**config.mk**
```make
export PLATFORM = sky130hd
export DESIGN_NAME = traffic_light_ctrl
export DESIGN_NICKNAME = d
export VERILOG_FILES = /design/src/rtl/traffic_light_ctrl.sv
export SDC_FILE = /design/constraint.sdc
export NUM_CORES = 1
export LEC_CHECK = 0
export CAP_MARGIN = 20
export CORE_MARGIN = 1.5
export CORE_UTILIZATION = 45
export CTS_BUF_LIST = sky130_fd_sc_hd__clkbuf_4
export CTS_CLUSTER_SIZE = 40
export DETAILED_ROUTE_END_ITERATION = 7
export GPL_TIMING_DRIVEN = 0
export PLACE_DENSITY_LB_ADDON = 0.12
export RECOVER_POWER = 50
export SYNTH_ARGS = -nofsm -noshare
export SYNTH_HDL_FRONTEND = slang
export SYNTH_SLANG_ARGS = --single-unit
export TNS_END_PERCENT = 50
```
**constraint.sdc**
```tcl
create_clock -name clk -period 2 [get_ports clk]
set_clock_uncertainty 0.05 [all_clocks]
set_input_delay 0.6 -clock clk [delete_from_list [all_inputs] [get_ports clk]]
set_output_delay 0.6 -clock clk [all_outputs]
set_load 0.02 [all_outputs]
```
**src/rtl/traffic_light_ctrl.sv**
```systemverilog
// Two-way intersection controller: six-phase NS/EW cycle timed in watch-second ticks, with emergency all-red hold.
// All outputs are registered; an emergency request cuts a green short, and a RED phase then parks in EMG_HOLD.
module traffic_light_ctrl (
  input  logic       clk,
  input  logic       rst,
  input  logic       sec_tick,
  input  logic       day_or_night,
  input  logic       emg,
  output logic [2:0] ns_light,
  output logic [2:0] ew_light,
  output logic [2:0] phase,
  output logic [4:0] remain,
  output logic       emg_active
);

  typedef enum logic [2:0] {
    NS_G     = 3'd0,
    NS_Y     = 3'd1,
    RED1     = 3'd2,
    EW_G     = 3'd3,
    EW_Y     = 3'd4,
    RED2     = 3'd5,
    EMG_HOLD = 3'd6,
    ST_BAD   = 3'd7
  } state_t;

  localparam logic [2:0] LAMP_R = 3'b100;
  localparam logic [2:0] LAMP_Y = 3'b010;
  localparam logic [2:0] LAMP_G = 3'b001;

  state_t     r_state;
  logic [4:0] r_remain;
  logic [2:0] r_ns_light;
  logic [2:0] r_ew_light;
  logic       r_emg_active;

  state_t     w_succ;
  state_t     w_nxt_state;
  logic [4:0] w_nxt_remain;
  logic       w_expire;

  function automatic logic [4:0] f_dur(input state_t s, input logic night);
    case (s)
      NS_G, EW_G: f_dur = night ? 5'd5 : 5'd15;
      NS_Y, EW_Y: f_dur = night ? 5'd1 : 5'd3;
      default:    f_dur = 5'd1;
    endcase
  endfunction

  function automatic logic [2:0] f_ns_lamp(input state_t s);
    case (s)
      NS_G:    f_ns_lamp = LAMP_G;
      NS_Y:    f_ns_lamp = LAMP_Y;
      default: f_ns_lamp = LAMP_R;
    endcase
  endfunction

  function automatic logic [2:0] f_ew_lamp(input state_t s);
    case (s)
      EW_G:    f_ew_lamp = LAMP_G;
      EW_Y:    f_ew_lamp = LAMP_Y;
      default: f_ew_lamp = LAMP_R;
    endcase
  endfunction

  always_comb begin
    w_succ = RED2;
    case (r_state)
      NS_G:    w_succ = NS_Y;
      NS_Y:    w_succ = RED1;
      RED1:    w_succ = EW_G;
      EW_G:    w_succ = EW_Y;
      EW_Y:    w_succ = RED2;
      RED2:    w_succ = NS_G;
      default: w_succ = RED2;
    endcase
  end

  // remain <= 1 rather than == 1 so a corrupted zero count still advances instead of wrapping.
  assign w_expire = sec_tick && (r_remain <= 5'd1);

  always_comb begin
    w_nxt_state  = r_state;
    w_nxt_remain = r_remain;
    case (r_state)
      EMG_HOLD: begin
        w_nxt_remain = 5'd0;
        if (!emg) begin
          w_nxt_state  = NS_G;
          w_nxt_remain = f_dur(NS_G, day_or_night);
        end
      end
      NS_G, EW_G, NS_Y, EW_Y: begin
        if ((emg && (r_state == NS_G || r_state == EW_G)) || w_expire) begin
          w_nxt_state  = w_succ;
          w_nxt_remain = f_dur(w_succ, day_or_night);
        end else if (sec_tick) begin
          w_nxt_remain = r_remain - 5'd1;
        end
      end
      RED1, RED2: begin
        if (w_expire && emg) begin
          w_nxt_state  = EMG_HOLD;
          w_nxt_remain = 5'd0;
        end else if (w_expire) begin
          w_nxt_state  = w_succ;
          w_nxt_remain = f_dur(w_succ, day_or_night);
        end else if (sec_tick) begin
          w_nxt_remain = r_remain - 5'd1;
        end
      end
      default: begin
        w_nxt_state  = RED2;
        w_nxt_remain = 5'd1;
      end
    endcase
  end

  // Lamps are decoded from the next state so they land in the same edge as phase.
  always_ff @(posedge clk or negedge rst) begin
    if (!rst) begin
      r_state      <= RED2;
      r_remain     <= 5'd1;
      r_ns_light   <= LAMP_R;
      r_ew_light   <= LAMP_R;
      r_emg_active <= 1'b0;
    end else begin
      r_state      <= w_nxt_state;
      r_remain     <= w_nxt_remain;
      r_ns_light   <= f_ns_lamp(w_nxt_state);
      r_ew_light   <= f_ew_lamp(w_nxt_state);
      r_emg_active <= (w_nxt_state == EMG_HOLD);
    end
  end

  assign phase      = r_state;
  assign remain     = r_remain;
  assign ns_light   = r_ns_light;
  assign ew_light   = r_ew_light;
  assign emg_active = r_emg_active;

endmodule

```
## After elaboration in Yosys (flattened, before gate mapping)

Cells that the tools add are included.

- Add/sub/neg operators: 1
- Multipliers: 0
- Divide/modulo/power cells: 0
- $lt $le $gt $ge: 1
- Eq/ne operators: 13
- Shift-type cells: 0
- Mux-type cells: 17
- Bitwise logic cells: 0
- Reduce and logical (&&, ||, !) cells: 12

Operator list:

| operator | number |
|---|---|
| $mux 5 | 4 |
| $eq 3x3->1 const B | 6 |
| $pmux 3 s5 | 1 |
| $pmux 5 s3 | 1 |
| $eq 3x2->1 const B | 4 |
| $mux 3 | 4 |
| $pmux 3 s2 | 2 |
| $eq 3x1->1 const B | 3 |
| $logic_not 3->1 | 3 |
| $pmux 3 s3 | 1 |
| $mux 4 | 2 |
| $pmux 4 s2 | 1 |
| $reduce_or 2->1 | 3 |
| $le 5x1->1 const B | 1 |
| $sub 5x1->5 const B | 1 |
| $reduce_or 4->1 | 1 |
| $logic_and 1x1->1 | 3 |
| $logic_or 1x1->1 | 2 |
| $mux 2 | 1 |

- Register bits after elaboration: 15
- Latch bits: 0
- Memory bits (writable): 0
- ROM bits: 0
- Input port bits: 5
- Output and inout port bits: 15
- Word-level logic and storage cells: 49
- Memories: 0

## Longest topological paths before layout

Gate-level depths: netlist (run 1).

- Depth after elaboration: 8
- Mapped depth: 7
- Gate-level depth less buffers: 6

## Least setup slack after synthesis (run 1)

OpenSTA, ideal clock, no wires.

- Path type: reg2reg
- Start point: reg r_state[2] (netlist: phase[2])
- End point: reg r_remain[2] (netlist: remain[2])
- Setup time: 0.128 ns
- Arrival: 1.530 ns
- Data required time: 1.822 ns
- Slack: 0.292 ns
- Stages on the path, launching flop included: 6
- Path buffers: 1
- Clock period less this slack: 1.708 ns
- Cells stage by stage: dfstp_2 -> clkbuf_1 -> nor2b_1 -> a211oi_1 -> nand2b_1 -> o22ai_1

- Cells in the longest elaborated chain, start to end: 8
- Elaborated cells on any way between the ends: 24
- Those cells by class: eq/ne: 9; mux: 6; reduce/logical: 9

RTL lines:

| what | RTL line | text |
|---|---|---|
| from (decl) | 31 | `state_t r_state;` |
| from (signal assigned) | 128 | `r_state <= w_nxt_state;` |
| $eq 3x3->1, or another cell as far along | 68, 85 |  |
| $pmux 3 s5 | 68 | `case (r_state)` |
| $eq 3x1->1, or another cell as far along | 43 | `case (s)` |
| $reduce_or 2->1 | 43 |  |
| $pmux 4 s2 | 43 |  |
| $mux 5 | 105 | `end else if (w_expire) begin` |
| $mux 5 | 102 | `if (w_expire && emg) begin` |
| $pmux 5 s3 * | 85 | `case (r_state)` |
| named net w_nxt_remain[2] | 39 | `logic [4:0] w_nxt_remain;` |
| to (signal assigned) | 129 | `r_remain <= w_nxt_remain;` |
| to (decl) | 32 | `logic [4:0] r_remain;` |

The timed path passes the listed nets; every way through them passes the cells marked *.

## Worst setup path after layout (run 1)

- Start point: reg r_ns_light[1] (netlist: ns_light[1])
- End point: out ns_light[1]

RTL lines:

| what | RTL line | text |
|---|---|---|
| from (decl) | 33 | `logic [2:0] r_ns_light;` |
| from (signal assigned) | 130 | `r_ns_light <= f_ns_lamp(w_nxt_state);` |
| to (decl) | 9 | `output logic [2:0] ns_light,` |

No word-level cell between the ends.

==> results of run 1 <==
-- cells by family after synthesis --
group | synth area share (%)
adder cells (fa/ha/maj) | 2.70
AO/OA/AOI/OAI | 23.5
AND/OR/NAND/NOR | 22.8
buffers and inverters | 5.95
XOR/XNOR | 3.78
flip-flops | 41.2
-- worst min-delay path by stage --
stage | end | startpoint | slack [ns] | depth (start not counted)
2_1_floorplan | emg_active | rst | 0.25 | 0
3_3_place_gp | remain[4] | remain[4] | 0.57 | 2
3_5_place_dp | remain[4] | remain[4] | 0.59 | 2
4_1_cts | remain[4] | remain[4] | 0.61 | 2
5_1_grt | phase[0] | phase[0] | 0.67 | 2
6_report | remain[4] | remain[4] | 0.60 | 2
-- per-stage QoR --
step	utilization [%]	setup TNS, ns
global route	60.3	0
finish	60.3	0
floorplan	-	0
global placement	59.2	-3.65
detailed placement	59.2	-4.04
CTS	60.4	0
-- area by class of cell --
cell class / count / area (um2)
Clock buffer: 3 / 22.5
Fill cell: 177 / 771
Tap cell: 27 / 33.8
Buffer: 6 / 36.3
Inverter: 5 / 18.8
Clock inverter: 1 / 5.00
Sequential cell: 15 / 382
Multi-Input combinational cell: 68 / 494
Timing Repair Buffer: 20 / 179
-- synth_stat cells, types with 2 or more instances --
cell type	number	share of area, %
inv_1	5	2.0
o22ai_1	3	2.0
dfrtp_1	10	27
nand2_1	6	2.4
nor3_1	4	2.2
clkbuf_1	3	1.2
nand2b_1	3	2.0
ha_1	2	2.7
nor2b_1	3	2.0
xnor2_1	2	1.9
buf_2	2	1.1
dfstp_2	5	14
a31oi_1	2	1.4
nor2_1	6	2.4
a21oi_1	4	2.2
xor2_1	2	1.9
o21ai_0	4	2.2
-- registers in the layout, summed over array words and instances, names as in the netlist --
name / count
emg_active: 1
phase: 3
ns_light: 3
remain: 5
ew_light: 3
-- per-layer routing --
layer	up-vias	global-route usage [%]
met4	0	8.57
li1	396	-
met1	381	23.0
met2	17	35.0
met3	5	4.32
met5	-	0
-- power by group --
| group | switching, uW | internal [uW] |
|---|---|---|
| Combinational | 680 | 536 |
| Sequential | 103 | 459 |
| Clock | 101 | 74.7 |
| Total | 884 | 1070 |
-- what timing repair did --
action,4_1_cts,5_1_grt
hold endpoints to repair,0,0
resized for setup,10,2
buffers inserted,1,0
gates cloned,0,0
setup endpoints to repair,15,5
==> results.md, run 1 <==
- Status: finished, final reports clean
- Vias in the first global route: 790
- Die outline width: 48.4 um
- Port Buffers: 19
- Register area share after synthesis: 41.2%
- Ys async rst share: 100%
- Top_reg_cell synth: dfrtp_1
- Worst-path clk slew: 0.09 ns
- # diodes: 0
- Worst reg2reg startpoint: phase[2]
- RD Place Congestion: 0.851
- CP Capture Point: ns_light[1]
- CP Cell Sequence: clkdlybuf4s50_1
- Detailed placement HPWL: 1.50 mm
- CTS max path bufs: 2
- Max VDD drop: 860 uV
- Placed Instance Area: 1150 um2
- Min-Delay Path Class: reg2reg
- Synth Net Count: 101
- WP buf/inv: 1
- DRC: 0
- FF-to-FF setup slack: 0.19 ns
- IO Pins: 20
- DR WL met2: 1.09 mm
- Vias post-DR: 799
- Number of synthesized flops with an enable pin: 0
- Final Hold Viols: 0
- Pin slew with the least headroom to its limit: 0.685 ns
- Core area: 1940 um2
- Stages on worst setup path: 1
- Highest Signal Layer: met4
- Slowest stage delay, CP: 0.59 ns
- Die Y: 48.4 um
- Nets: 126
- DP Worst Slack: -0.378 ns
- WL met1: 879 um
- Post-DR wirelength/cell: 14.3 um
- Gr ovfl total: 0
- Leak: 0.000503 uW
- CP endpoint kind: output port
- Layout cells sized above 1: 19.5%
- Yosys cell types: 45
- Slowest-stage cell, CP: clkdlybuf4s50_1
- Power Density: 1670 nW/um2
- Crit path required time: 1.35 ns
- CTS sink count: 15
- Fmax achieved: 0.534 GHz
- Critical Path Fanout Max: 1
- Worst hold margin: 0.598 ns
- TritonCTS clock tree: built
- Yosys warns: 0
- Fin. max-slew vios: 0
- Mapped Avg Cell Area: 9.85 um2
- Num CTS Buffers: 3
- CP arrival: 1.22 ns
- MaxCap Viol Count: 0
- Post-placement cell count: 140
- Synthesis-to-finish area growth: 26.5%
- Period utilisation layout: 93.6%
- Min Tclk post-route: 1.87 ns
- Detailed-router iteration count before antenna repair: 4
- First-pass GRT wire length: 3.57 mm
- Post-synthesis register bit count: 15
- Netlist Area Pre-Place: 926 um2
- Initial antenna violation count: 0
- Post-Route WL: 2.08 mm
- Rel. slew slack: 54.2%
- CTS root buf: clkbuf_4
- Largest net degree at the start of global routing: 16
- Non-Filler Instances: 145
- Setup WS post-layout: 0.128 ns
- Cell family with most CP delay: buffers and inverters
- Unrepaired setup endpoints after global routing: no
- Via density: 5.51
- Synth Instances: 94
- Commonest cells after routing, fill and taps aside: dfrtp_1 (10), dlygate4sd2_1 (10), clkdlybuf4s50_1 (7)
- R2r endpoint: remain[1]
- Rows: 16
- Critical path class: reg2out
- Clk Latency, worst-skew pair: 0.29 ns
- Die ar.: 2340 um2
- Starting Density: 47.7%
- Tot Pwr: 1950 uW
- # setup viols final: 0
- Finished Cell Area: 1170 um2
- WL met3: 79 um
- R2R depth: 5
- Worst setup SP type: register
- CTS Hold Bufs: 0
- Routed Antenna Nets: 0
- Origin of the worst setup path: ns_light[1]
- Initial detailed-routing violation count: 11
- H-tree Lvls: 1
- Tot GR Track Use: 19.7%
Note: power is estimated with default switching activity, not from simulation.
==> run 2, diff against run 1 <==
--- a/config.mk
+++ b/config.mk
@@ -12,6 +12,7 @@
 export CTS_CLUSTER_SIZE = 40
 export DETAILED_ROUTE_END_ITERATION = 7
 export GPL_TIMING_DRIVEN = 0
+export HOLD_SLACK_MARGIN = 0.08
 export PLACE_DENSITY_LB_ADDON = 0.12
 export RECOVER_POWER = 50
 export SYNTH_ARGS = -nofsm -noshare
==> results of run 2 <==
No change in the layout: final DEF, timing and power equal those of run 1.
==> run 3, diff against run 2 <==
--- a/config.mk
+++ b/config.mk
@@ -11,7 +11,6 @@
 export CTS_BUF_LIST = sky130_fd_sc_hd__clkbuf_4
 export CTS_CLUSTER_SIZE = 40
 export DETAILED_ROUTE_END_ITERATION = 7
-export GPL_TIMING_DRIVEN = 0
 export HOLD_SLACK_MARGIN = 0.08
 export PLACE_DENSITY_LB_ADDON = 0.12
 export RECOVER_POWER = 50
==> results.md, run 3 (synthesis gave the netlist of run 1 again) <==
- Tot Pwr: 1960 uW (+0.61%)
- Fill count: 186 (+5.1%)
- Fin Setup TNS: 0 ns (unchanged)
- CTS root buf: clkbuf_4
- Rel. slew slack: 45.2% (-9.0 points)
- Origin of the worst setup path: phase[1]
- Worst hold margin: 0.616 ns (+0.0177 ns)
- Slowest-stage cell, CP: clkdlybuf4s50_1
- DRC: 0 (unchanged)
- Rows: 16 (unchanged)
- WP buf/inv: 1 (unchanged)
- # diodes: 0 (unchanged)
- Leak: 0.000525 uW (+4.3%)
- CP Cell Sequence: clkdlybuf4s50_1
- RD Place Congestion: 0.769 (-9.6%)
- Core Util, Final: 62.1% (+1.8 points)
- Post-Route WL: 2.00 mm (-3.6%)
- Crit path required time: 1.35 ns (about the same)
- Starting Density: 47.7% (unchanged)
- Worst-path clk slew: 0.09 ns (about the same)
- Critical path class: reg2out
- CP arrival: 1.25 ns (+0.03 ns)
- Detailed-router iteration count before antenna repair: 4 (unchanged)
- Routed Antenna Nets: 0 (unchanged)
- Clk Latency, worst-skew pair: 0.29 ns (about the same)
- Nets: 130 (+3.2%)
- Unrepaired setup endpoints after global routing: no
- Initial detailed-routing violation count: 10 (-1)
- Setup bufs post-CTS: 0 (-1)
- IO Pins: 20 (unchanged)
- Most flop-heavy register: remain
- TritonCTS clock tree: built
- Slowest stage delay, CP: 0.61 ns (+0.02 ns)
- CTS Hold Bufs: 0 (unchanged)
- Period utilisation layout: 95.1% (+1.5 points)
- Largest net degree at the start of global routing: 18 (+2)
- Critical Path Fanout Max: 2 (+1)
- Vias post-DR: 814 (+1.9%)
- Tot GR Track Use: 18.7% (-1.0 points)
- Core area: 1940 um2 (unchanged)
- # setup viols final: 0 (unchanged)
- Synthesis-to-finish area growth: 30.3%
- Worst reg2reg startpoint: remain[0]
- MaxCap Viol Count: 0 (unchanged)
- Die ar.: 2340 um2 (unchanged)
- Min Tclk post-route: 1.90 ns (+0.0292 ns)
- Min-Delay Path Class: reg2reg
- Post-DR wirelength/cell: 13.4 um (-6.2%)
- Hold wc startpoint: phase[1]
- Power Density: 1630 nW/um2 (-2.3%)
- Initial antenna violation count: 0 (unchanged)
- Vias in the first global route: 794 (+0.51%)
- Detailed placement HPWL: 1.47 mm (-1.9%)
- Pin slew with the least headroom to its limit: 0.821 ns (+0.137 ns)
- Cell family with most CP delay: buffers and inverters
- CTS sink count: 15 (unchanged)
- Max reg flops: 5 (unchanged)
- Commonest cells after routing, fill and taps aside: dfrtp_1 (10), buf_4 (10), clkdlybuf4s50_1 (9)
- Gr ovfl total: 0 (unchanged)
- Fmax achieved: 0.526 GHz (-1.5%)
- Worst setup SP type: register
- Max VDD drop: 1050 uV (+22%)
- Post-CTS sizing: 8 (-2)
- CP endpoint kind: output port
- CTS max path bufs: 2 (unchanged)
- Layout cells sized above 1: 23.0% (+3.5 points)
- Final Hold Viols: 0 (unchanged)
- H-tree Lvls: 1 (unchanged)
- Port Buffers: 19 (unchanged)
- Via density: 5.46 (-0.86%)
- Status: finished, final reports clean
- Die Y: 48.4 um (unchanged)
- First-pass GRT wire length: 3.39 mm (-5.0%)
- Die outline width: 48.4 um (unchanged)
- Num CTS Buffers: 3 (unchanged)
- Fin. max-slew vios: 0 (unchanged)
[run 3: worst paths after layout]
check	to	slack [ns]	cells after the start
max	phase[1]	0.1	1
min	ns_light[1]	0.62	2
max reg2reg	phase[0]	0.28	5
min reg2reg	ns_light[1]	0.62	2
max in group asynchronous	remain[1]	0.54	2
min in group asynchronous	ew_light[0]	0.86	2
[run 3: power breakdown]
part / internal (uW) / switching (uW) / total [uW]
logic: 558 / 668 / 1230
registers: 458 / 90.3 / 548
clock network: 91.2 / 99.3 / 191
[run 3: worst min-delay path, stage by stage, from the launching register on]
cell and delay (ns):
dfrtp_1 0.36, buf_4 0.20, nor4_1 0.07
[run 3: cell type report]
| cell class | instances | area, um2 | share of cell area [%] |
|---|---|---|---|
| multi-input combinational | 68 | 489 | 40.6 |
| sequential | 15 | 382 | 31.6 |
| timing repair buffer | 30 | 253 | 21.0 |
| tap | 27 | 33.8 | 2.80 |
| clock buffer | 4 | 30.0 | 2.49 |
| inverter | 5 | 18.8 | 1.56 |
[run 3: layer usage]
metal	vias up	track usage, %	wire length (um)
met1	392	21.5	908
met3	5	2.78	56
met4	0	10.5	44
met2	17	33.3	994
li1	400	-	-
met5	-	0	0
[run 3: through the flow]
| step | instances | worst slack [ns] | cell area (um2) |
|---|---|---|---|
| 3_3_place_gp | 145 | -0.116 | 1200 |
| 5_1_grt | 149 | 0.0195 | 1210 |
| 6_report | 149 | 0.0985 | 1210 |
| 3_5_place_dp | 145 | -0.172 | 1200 |
| 2_1_floorplan | 94 | 0.292 | 926 |
| 4_1_cts | 149 | 0.000507 | 1220 |
